## src/rtl/uart_tx_arbiter_pkg.sv

```systemverilog
// uart_pkg: shared FSM state encoding and default character width for the UART transmit path
package uart_pkg;
  localparam int BITS_DEF = 8;
  typedef enum logic [3:0] {
    IDLE      = 4'b0001,
    LOAD      = 4'b0010,
    WAIT_CLR  = 4'b0100,
    WAIT_DONE = 4'b1000
  } state_t;
endpackage

```

## src/rtl/uart_tx_arbiter_if.sv

```systemverilog
// uart_tx_arbiter_if: requester-side and transmitter-side signals of the UART transmit arbiter
interface uart_tx_arbiter_if import uart_pkg::*; #(
  parameter int BITS    = BITS_DEF,
  parameter int NUM_REQ = 4
);
  logic [NUM_REQ-1:0]      req;
  logic [NUM_REQ*BITS-1:0] req_data;
  logic [NUM_REQ-1:0]      grant;
  logic [NUM_REQ-1:0]      done;
  logic [NUM_REQ-1:0]      err;
  logic [BITS-1:0]         tx_data;
  logic                    tx_data_ready;
  logic                    tx_data_sent;
  logic                    busy;
  modport master (output req, req_data, tx_data_sent,
                  input  grant, done, err, tx_data, tx_data_ready, busy);
  modport slave  (input  req, req_data, tx_data_sent,
                  output grant, done, err, tx_data, tx_data_ready, busy);
endinterface

```

## src/rtl/uart_tx_arbiter_rr.sv

```systemverilog
// rr_arbiter: combinational round-robin pick, searching upward from the requester after last
module rr_arbiter #(
  parameter int NUM_REQ = 4,
  localparam int LW     = $clog2(NUM_REQ)
) (
  input  logic [NUM_REQ-1:0] req,
  input  logic [LW-1:0]      last,
  output logic [NUM_REQ-1:0] winner,
  output logic               valid
);
  always_comb begin
    winner = '0;
    for (int k = NUM_REQ; k >= 1; k--)
      if (req[LW'((int'(last) + k) % NUM_REQ)]) winner = NUM_REQ'(1) << ((int'(last) + k) % NUM_REQ);
    valid = |req;
  end
endmodule

```

## src/rtl/uart_tx_arbiter.sv

```systemverilog
// uart_tx_arbiter: round-robin sharing of one UART transmitter among NUM_REQ byte requesters
module uart_tx_arbiter import uart_pkg::*; #(
  parameter int BITS    = BITS_DEF,
  parameter int NUM_REQ = 4,
  parameter int TIMEOUT = 4096
) (
  input logic             clk,
  input logic             rst,
  uart_tx_arbiter_if.slave bus
);
  localparam int LW = $clog2(NUM_REQ);
  localparam int CW = $clog2(TIMEOUT + 1);
  state_t             state;
  logic [NUM_REQ-1:0] sel, win;
  logic [LW-1:0]      sel_idx, win_idx, last;
  logic [CW-1:0]      cnt;
  logic               valid;
  rr_arbiter #(.NUM_REQ(NUM_REQ)) u_rr (.req(bus.req), .last(last), .winner(sel), .valid(valid));
  always_comb begin
    sel_idx = '0;
    for (int i = 0; i < NUM_REQ; i++) if (sel[i]) sel_idx = LW'(i);
  end
  always_ff @(posedge clk) begin
    if (rst) begin
      state             <= IDLE;
      bus.grant         <= '0;
      bus.done          <= '0;
      bus.err           <= '0;
      bus.tx_data_ready <= 1'b0;
      bus.busy          <= 1'b0;
      bus.tx_data       <= '0;
      cnt               <= '0;
      last              <= LW'(NUM_REQ - 1);
      win               <= '0;
      win_idx           <= '0;
    end else begin
      bus.grant         <= '0;
      bus.done          <= '0;
      bus.err           <= '0;
      bus.tx_data_ready <= 1'b0;
      case (state)
        IDLE: if (valid) begin
          bus.tx_data       <= bus.req_data[sel_idx*BITS +: BITS];
          win               <= sel;
          win_idx           <= sel_idx;
          bus.grant         <= sel;
          bus.tx_data_ready <= 1'b1;
          bus.busy          <= 1'b1;
          state             <= LOAD;
        end
        LOAD: begin
          last  <= win_idx;
          cnt   <= '0;
          state <= WAIT_CLR;
        end
        WAIT_CLR, WAIT_DONE: begin
          cnt <= cnt + 1'b1;
          // timeout wins over a data_sent seen on the same edge; cnt lands on TIMEOUT-1 and stops
          if (cnt == CW'(TIMEOUT - 2)) begin
            bus.err  <= win;
            bus.busy <= 1'b0;
            state    <= IDLE;
          end else if (state == WAIT_CLR && !bus.tx_data_sent) begin
            state <= WAIT_DONE;
          end else if (state == WAIT_DONE && bus.tx_data_sent) begin
            bus.done <= win;
            bus.busy <= 1'b0;
            state    <= IDLE;
          end
        end
        default: state <= IDLE;
      endcase
    end
  end
endmodule

```

## src/flat_wrapper.sv

```systemverilog
// flat-port wrapper written by rule: the top's interface ports become plain ports
module uart_tx_arbiter_flat import uart_pkg::*;
#(
  parameter int BITS    = BITS_DEF,
  parameter int NUM_REQ = 4,
  parameter int TIMEOUT = 4096
)
  (clk, rst, bus_req, bus_req_data, bus_tx_data_sent, bus_grant, bus_done, bus_err, bus_tx_data, bus_tx_data_ready, bus_busy);
  uart_tx_arbiter_if #(.BITS(BITS), .NUM_REQ(NUM_REQ)) bus_i ();
  input logic clk;
  input logic rst;
  input wire logic [$bits(bus_i.req)-1:0] bus_req;
  input wire logic [$bits(bus_i.req_data)-1:0] bus_req_data;
  input wire logic [$bits(bus_i.tx_data_sent)-1:0] bus_tx_data_sent;
  output wire logic [$bits(bus_i.grant)-1:0] bus_grant;
  output wire logic [$bits(bus_i.done)-1:0] bus_done;
  output wire logic [$bits(bus_i.err)-1:0] bus_err;
  output wire logic [$bits(bus_i.tx_data)-1:0] bus_tx_data;
  output wire logic [$bits(bus_i.tx_data_ready)-1:0] bus_tx_data_ready;
  output wire logic [$bits(bus_i.busy)-1:0] bus_busy;
  assign bus_i.req = bus_req;
  assign bus_i.req_data = bus_req_data;
  assign bus_i.tx_data_sent = bus_tx_data_sent;
  assign bus_grant = bus_i.grant;
  assign bus_done = bus_i.done;
  assign bus_err = bus_i.err;
  assign bus_tx_data = bus_i.tx_data;
  assign bus_tx_data_ready = bus_i.tx_data_ready;
  assign bus_busy = bus_i.busy;
  uart_tx_arbiter #(.BITS(BITS), .NUM_REQ(NUM_REQ), .TIMEOUT(TIMEOUT)) u_core (.clk(clk), .rst(rst), .bus(bus_i));
endmodule
```

## config.mk

```make
export PLATFORM = sky130hd
export DESIGN_NAME = uart_tx_arbiter_flat
export DESIGN_NICKNAME = d
export VERILOG_FILES = /design/src/rtl/uart_tx_arbiter_pkg.sv /design/src/rtl/uart_tx_arbiter_if.sv /design/src/rtl/uart_tx_arbiter_rr.sv /design/src/rtl/uart_tx_arbiter.sv /design/src/flat_wrapper.sv
export SDC_FILE = /design/constraint.sdc
export NUM_CORES = 1
export LEC_CHECK = 0
export CAP_MARGIN = 25
export CORE_MARGIN = 5
export CORE_UTILIZATION = 33
export CTS_CLUSTER_SIZE = 20
export DETAILED_ROUTE_END_ITERATION = 7
export HOLD_SLACK_MARGIN = 0.15
export SLEW_MARGIN = 25
export SYNTH_ARGS = -nofsm -noshare
export SYNTH_HDL_FRONTEND = slang
export SYNTH_SLANG_ARGS = --single-unit
```

## constraint.sdc

```tcl
create_clock -name clk -period 4.1 [get_ports clk]
set_clock_uncertainty 0.1 [all_clocks]
set_input_delay 0.82 -clock clk [delete_from_list [all_inputs] [get_ports clk]]
set_output_delay 0.82 -clock clk [all_outputs]
set_load 0.01 [all_outputs]
```

==> results of run 1 <==
-- registers in the layout (all words and copies together) (netlist names) --
signal                    flops
u_core.last                   2
u_core.state                  4
u_core.win                    4
u_core.cnt                   13
u_core.bus.done               4
u_core.bus.busy               1
u_core.bus.tx_data            8
u_core.bus.grant              4
u_core.bus.tx_data_ready      1
u_core.bus.err                4
u_core.win_idx                2
-- routing by layer --
metal | GRT usage | vias up | share of wire
li1 | - | 1177 | -
met1 | 0.171 | 1127 | 0.46
met2 | 0.241 | 40 | 0.50
met3 | 0.0244 | 6 | 0.032
met4 | 0.0362 | 0 | 0.0097
met5 | 0 | - | 0
-- cells in the mapped netlist, types with 4 or more instances --
cell       n
and2_1    22
mux2_2     4
dfxtp_1   47
clkbuf_1  13
o22ai_1    9
a31oi_1   10
o32ai_2    8
o21ai_0    8
nor3_1     6
nor2b_1    5
a211oi_1  13
ha_1       8
nor2_1    29
inv_1      9
a21oi_1   14
nand2_1   21
a21boi_0   8
-- worst paths after layout --
check	slack (ns)	to	cells past startpoint
worst min-delay path	0.37	u_core.win_idx[1]$_SDFFE_PP0P_	2
worst max-delay path	0.67	u_core.bus.tx_data[0]$_SDFFE_PP0P_	7
worst max register to register	0.67	u_core.bus.tx_data[0]$_SDFFE_PP0P_	7
worst min register to register	0.37	u_core.win_idx[1]$_SDFFE_PP0P_	2
-- per-stage QoR --
| step | cell area [um2] | util | hold slack [ns] | std cells | setup slack (ns) |
|---|---|---|---|---|---|
| 3_5_place_dp | 3220 | 0.423 | 0.360 | 436 | 0.513 |
| 6_report | 3360 | 0.441 | 0.370 | 444 | 0.667 |
| 2_1_floorplan | 2540 | - | 0.340 | 287 | 1.15 |
| 5_1_grt | 3360 | 0.441 | 0.404 | 444 | 0.477 |
| 4_1_cts | 3360 | 0.441 | 0.377 | 444 | 0.689 |
| 3_3_place_gp | 3220 | 0.423 | 0.355 | 436 | 0.581 |
-- critical path, cell delays in order (launching register included) --
cell and delay [ns]:
dfxtp_1 0.61, inv_1 0.17, ha_1 0.37, mux4_2 0.57
nand2b_1 0.24, o221ai_1 0.78, o22ai_1 0.26, o32ai_2 0.26
-- kinds of logic (layout without fill, tap and decap cells) --
kind of cell               after synthesis  count (layout)  share of synthesized area
AOI/OAI and AO/OA                       90              90                      0.277
xor gates and xnor gates                 1               1                    0.00345
adders and majority gates                8               8                     0.0394
buffers and inverters                   25              80                     0.0434
DFF                                     47              47                      0.371
muxes                                    8               8                     0.0483
and+or+nand+nor                        108             108                      0.217
-- layout make-up --
cell class                 count  area (um2)
inverter                       9        33.8
clock inverter                 3        67.6
sequential                    47         941
tap                          102         128
fill                         765        4250
timing repair buffer          63         623
clock buffer                   5        68.8
multi-input combinational    215        1500
-- power by group through the flow --
stage                     Sequential (mW)  Clock, mW  Combinational [mW]
after detailed placement            0.556          0               0.473
after floorplan                     0.560          0               0.288
after global placement              0.557          0               0.469
after CTS                           0.547      0.412               0.474
final                               0.547      0.404               0.472
after global routing                0.553      0.433               0.510
==> results.sh, run 1 <==
export IMPL_drt_pass1_iterations=4
export IMPL_setup_tns_final_ns=0
export IMPL_finalCritPeriodShare=0.837
export IMPL_p_total_mw=1.42
export IMPL_p_switching_mw=0.446
export IMPL_synth_warnings=0
export IMPL_io_buffers=60
export IMPL_ctsResizeCount=0
export IMPL_maxCapViolCount=0
export IMPL_crit_start="u_core.last[0]$_SDFFE_PP1P_"
export IMPL_rsz0062_at_grt="no"
export IMPL_yosysTopAreaCellShare=0.371
export IMPL_tightest_slew_ns=0.948
export IMPL_wl_per_cell_um=15.2
export IMPL_clock_fmax_mhz=291
export IMPL_min_from="u_core.win_idx[1]$_SDFFE_PP0P_"
export IMPL_routabilityCongestion=0.845
export IMPL_ys_seq_elements=47
export IMPL_clk_pin_slew_ns=0.09
export IMPL_synth_largest_area_cell="dfxtp_1"
export IMPL_worstPathArrival_ns=3.55
export IMPL_die_area_um2=9550
export IMPL_setup_violations=0
export IMPL_rr_startpoint="u_core.last[0]$_SDFFE_PP1P_"
export IMPL_start_util=0.334
export IMPL_cts_root_buf="clkbuf_8"
export IMPL_antenna_found_initial=0
export IMPL_grt_max_degree=28
export IMPL_max_slew_margin=0.368
export IMPL_seq_area_frac_synth=0.371
export IMPL_die_y_um=97.7
export IMPL_clkLatencyLatePin_ns=0.30
export IMPL_async_reset_ff_frac=0
export IMPL_layout_common_cells="60 x clkdlybuf4s50_1, 47 x dfxtp_1, 29 x nor2_1"
export IMPL_grt_pass1_vias=2264
export IMPL_outcome="completed"
export IMPL_ir_drop_v=0.000198
export IMPL_syn_area_um2=2540
export IMPL_leakagePower_nw=1.17
export IMPL_hold_buffers=0
export IMPL_final_max_slew_violation_count=0
export IMPL_end_kind="register"
export IMPL_die_w_um=97.7
export IMPL_final_common_cell="clkdlybuf4s50_1"
export IMPL_clockBufferDepth=2
export IMPL_power_frac_clock=0.284
export IMPL_powerDensity_nw_per_um2=424
export IMPL_hold_viol=0
export IMPL_period_needed_ns=3.43
export IMPL_viasPerCell=5.29
export IMPL_cts_buffers=5
export IMPL_power_frac_seq=0.384
export IMPL_cts_setup_buffers=0
export IMPL_fin_nets=388
export IMPL_antenna_left=0
export IMPL_num_vias=2350
export IMPL_synth_fp_nets=334
export IMPL_p_int_mw=0.977
export IMPL_yosys_top_cells_area="dfxtp_1 37%, and2_1 5.4%, o32ai_2 5.1%"
export IMPL_num_rows=32
export IMPL_track_usage=0.137
export IMPL_diodes=0
export IMPL_drive_gt1_frac=0.0994
export IMPL_cts_tree="done"
export IMPL_synth_distinct_cells=48
export IMPL_grt_pass1_wl_um=10800
export IMPL_overflow=0
export IMPL_cp_max_fo=10
export IMPL_syn_to_final_growth_pct=32.2
export IMPL_hp_class="reg -> reg"
export IMPL_dp_hpwl_um=4900
export IMPL_synth_edf_count=0
export IMPL_cts_num_sinks=47
export IMPL_p_comb_frac=0.332
export IMPL_io_pins=61
export IMPL_h_tree_depth=2
export IMPL_critPathKind="reg -> reg"
export IMPL_syn_inst=287
export IMPL_p_sw_frac=0.314
export IMPL_critPathRequiredTime_ns=4.22
export IMPL_worstSetupStartpointType="register"
export IMPL_dr_first_iter_drc_count=82
export IMPL_synth_area_per_cell_um2=8.85
export IMPL_core_um2=7610
export IMPL_routed_wl_um=6730
export IMPL_drcViolationCount=0
export IMPL_ys_flop_type="dfxtp_1"
(Power assumes the default switching activity.)
==> inputs of run 2 (changes only) <==
==> constraint.sdc (replaced) <==
create_clock -name clk -period 3.5 [get_ports clk]
set_clock_uncertainty 0.1 [all_clocks]
set_input_delay 0.7 -clock clk [delete_from_list [all_inputs] [get_ports clk]]
set_output_delay 0.7 -clock clk [all_outputs]
set_load 0.01 [all_outputs]
==> run 2 against run 1 <==
  * Power increased by 9.0%
  * Die area unchanged
  * Clock power decreased by 15%
  * Highest routed layer unchanged
  * Critical path type is now in -> reg
==> results.sh, run 2 (same netlist as run 1, synthesis figures left out) <==
export IMPL_hp_class="reg -> reg"
export IMPL_drcViolationCount=0
export IMPL_io_buffers=60
export IMPL_setup_slack_ns=0.281
export IMPL_drive_gt1_frac=0.107
export IMPL_h_tree_depth=2
export IMPL_clkLatencyLatePin_ns=0.30
export IMPL_layout_common_cells="60 x clkdlybuf4s50_1, 47 x dfxtp_1, 29 x nor2_1"
export IMPL_final_max_slew_violation_count=0
export IMPL_grt_pass1_wl_um=11500
export IMPL_syn_to_final_growth_pct=31.3
export IMPL_end_kind="register"
export IMPL_worstSetupStartpointType="input port"
export IMPL_dp_slack_ns=-0.0433
export IMPL_largest_register_ffs=13
export IMPL_period_needed_ns=3.22
export IMPL_maxCapViolCount=0
export IMPL_grt_pass1_vias=2255
export IMPL_track_usage=0.147
export IMPL_die_y_um=97.7
export IMPL_hold_ws_ns=0.363
export IMPL_finalCritPeriodShare=0.920
export IMPL_cts_buffers=5
export IMPL_tightest_slew_ns=0.941
export IMPL_ir_drop_v=0.000230
export IMPL_instances_no_fill=447
export IMPL_cts_num_sinks=47
export IMPL_grtUsageMet3=0.0323
export IMPL_holdPathStages=2
export IMPL_regToRegSetupSlack_ns=0.52
export IMPL_ctsResizeCount=0
export IMPL_start_util=0.334
export IMPL_r2r_end="u_core.bus.tx_data[7]$_SDFFE_PP0P_"
export IMPL_routed_wl_um=7070
export IMPL_diodes=0
export IMPL_placed_area_um2=3240
export IMPL_die_w_um=97.7
export IMPL_largest_register="u_core.cnt"
export IMPL_clockBufferDepth=2
export IMPL_overflow=0
export IMPL_powerDensity_nw_per_um2=465
export IMPL_reg2regPathDepth=8
export IMPL_fin_nets=391
export IMPL_p_total_mw=1.55
export IMPL_min_from="u_core.win[2]$_SDFFE_PP0P_"
export IMPL_clock_fmax_mhz=311
export IMPL_outcome="completed"
export IMPL_critPathKind="in -> reg"
export IMPL_dr_first_iter_drc_count=116
export IMPL_clk_pin_slew_ns=0.10
export IMPL_cts_setup_buffers=0
export IMPL_use_met2=0.249
export IMPL_setup_tns_final_ns=0
export IMPL_top_regs="u_core.cnt: 13 flops, u_core.bus.tx_data: 8 flops"
export IMPL_max_slew_margin=0.372
export IMPL_busiest_layer="met2"
export IMPL_drt_pass1_iterations=6
export IMPL_fillers=765
export IMPL_cts_root_buf="clkbuf_8"
export IMPL_worstPathArrival_ns=3.34
export IMPL_setup_violations=0
export IMPL_antenna_left=0
export IMPL_num_vias=2355
export IMPL_rr_startpoint="u_core.last[0]$_SDFFE_PP1P_"
export IMPL_viasPerCell=5.27
export IMPL_cts_tree="done"
export IMPL_leakagePower_nw=1.16
export IMPL_hold_buffers=0
export IMPL_io_pins=61
export IMPL_die_area_um2=9550
export IMPL_utilization=0.438
export IMPL_fin_area_um2=3330
export IMPL_routabilityCongestion=0.866
export IMPL_num_rows=32
export IMPL_dp_hpwl_um=5070
export IMPL_wl_per_cell_um=15.8
export IMPL_core_um2=7610
export IMPL_hold_viol=0
export IMPL_rsz0062_at_grt="no"
export IMPL_final_common_cell="clkdlybuf4s50_1"
export IMPL_antenna_found_initial=0
export IMPL_met1_usage=0.193
export IMPL_cp_max_fo=10
export IMPL_holdPathEnd="u_core.win[2]$_SDFFE_PP0P_"
export IMPL_dp_cells=439
export IMPL_critPathRequiredTime_ns=3.62
export IMPL_grt_max_degree=24
-- run 2: cell count changes in the layout (fill, tap and decap cells not counted) --
cell and delta:
buf_4 +3, bufinv_16 -2, clkinv_2 +1, clkinvlp_4 -1, inv_6 +2
-- run 2: cell type report --
class	instances	area, um2	share of cell area
Clock buffer	5	68.8	0.0206
Clock inverter	3	22.5	0.00675
Inverter	9	33.8	0.0101
Multi-Input combinational cell	215	1500	0.448
Sequential cell	47	941	0.282
Tap cell	102	128	0.0383
Timing Repair Buffer	66	646	0.194
-- run 2: how the worst max path moves through the flow --
stage / start / to / slack, ns / cells past startpoint
2_1_floorplan: u_core.last[1]$_SDFFE_PP1P_ / u_core.bus.tx_data[6]$_SDFFE_PP0P_ / 0.55 / 10
3_3_place_gp: bus_req[1] / u_core.bus.tx_data[0]$_SDFFE_PP0P_ / -0.003 / 7
3_5_place_dp: bus_req[1] / u_core.bus.tx_data[5]$_SDFFE_PP0P_ / -0.04 / 7
4_1_cts: bus_req[2] / u_core.bus.tx_data[7]$_SDFFE_PP0P_ / 0.28 / 7
5_1_grt: bus_req[0] / u_core.bus.tx_data[5]$_SDFFE_PP0P_ / 0.12 / 7
6_report: bus_req[1] / u_core.bus.tx_data[5]$_SDFFE_PP0P_ / 0.28 / 7
-- run 2: worst max-delay path, cell delays in order --
cell             delay [ns]
clkdlybuf4s50_1        0.51
mux4_2                 0.55
nand2b_1               0.17
a2bb2oi_2              0.44
and2_1                 0.51
a211oi_1               0.17
o32ai_2                0.27
-- run 2: routing by layer --
| layer | share of wire | up-vias |
|---|---|---|
| met5 | 0 | - |
| met4 | 0.0068 | 0 |
| met3 | 0.039 | 5 |
| met2 | 0.49 | 48 |
| met1 | 0.46 | 1125 |
| li1 | - | 1177 |
-- run 2: where the power goes --
group	total, mW	leakage (nW)	internal, mW	switching (mW)
clock network	0.345	0.0489	0.145	0.200
logic	0.572	0.731	0.268	0.304
registers	0.634	0.383	0.595	0.0388
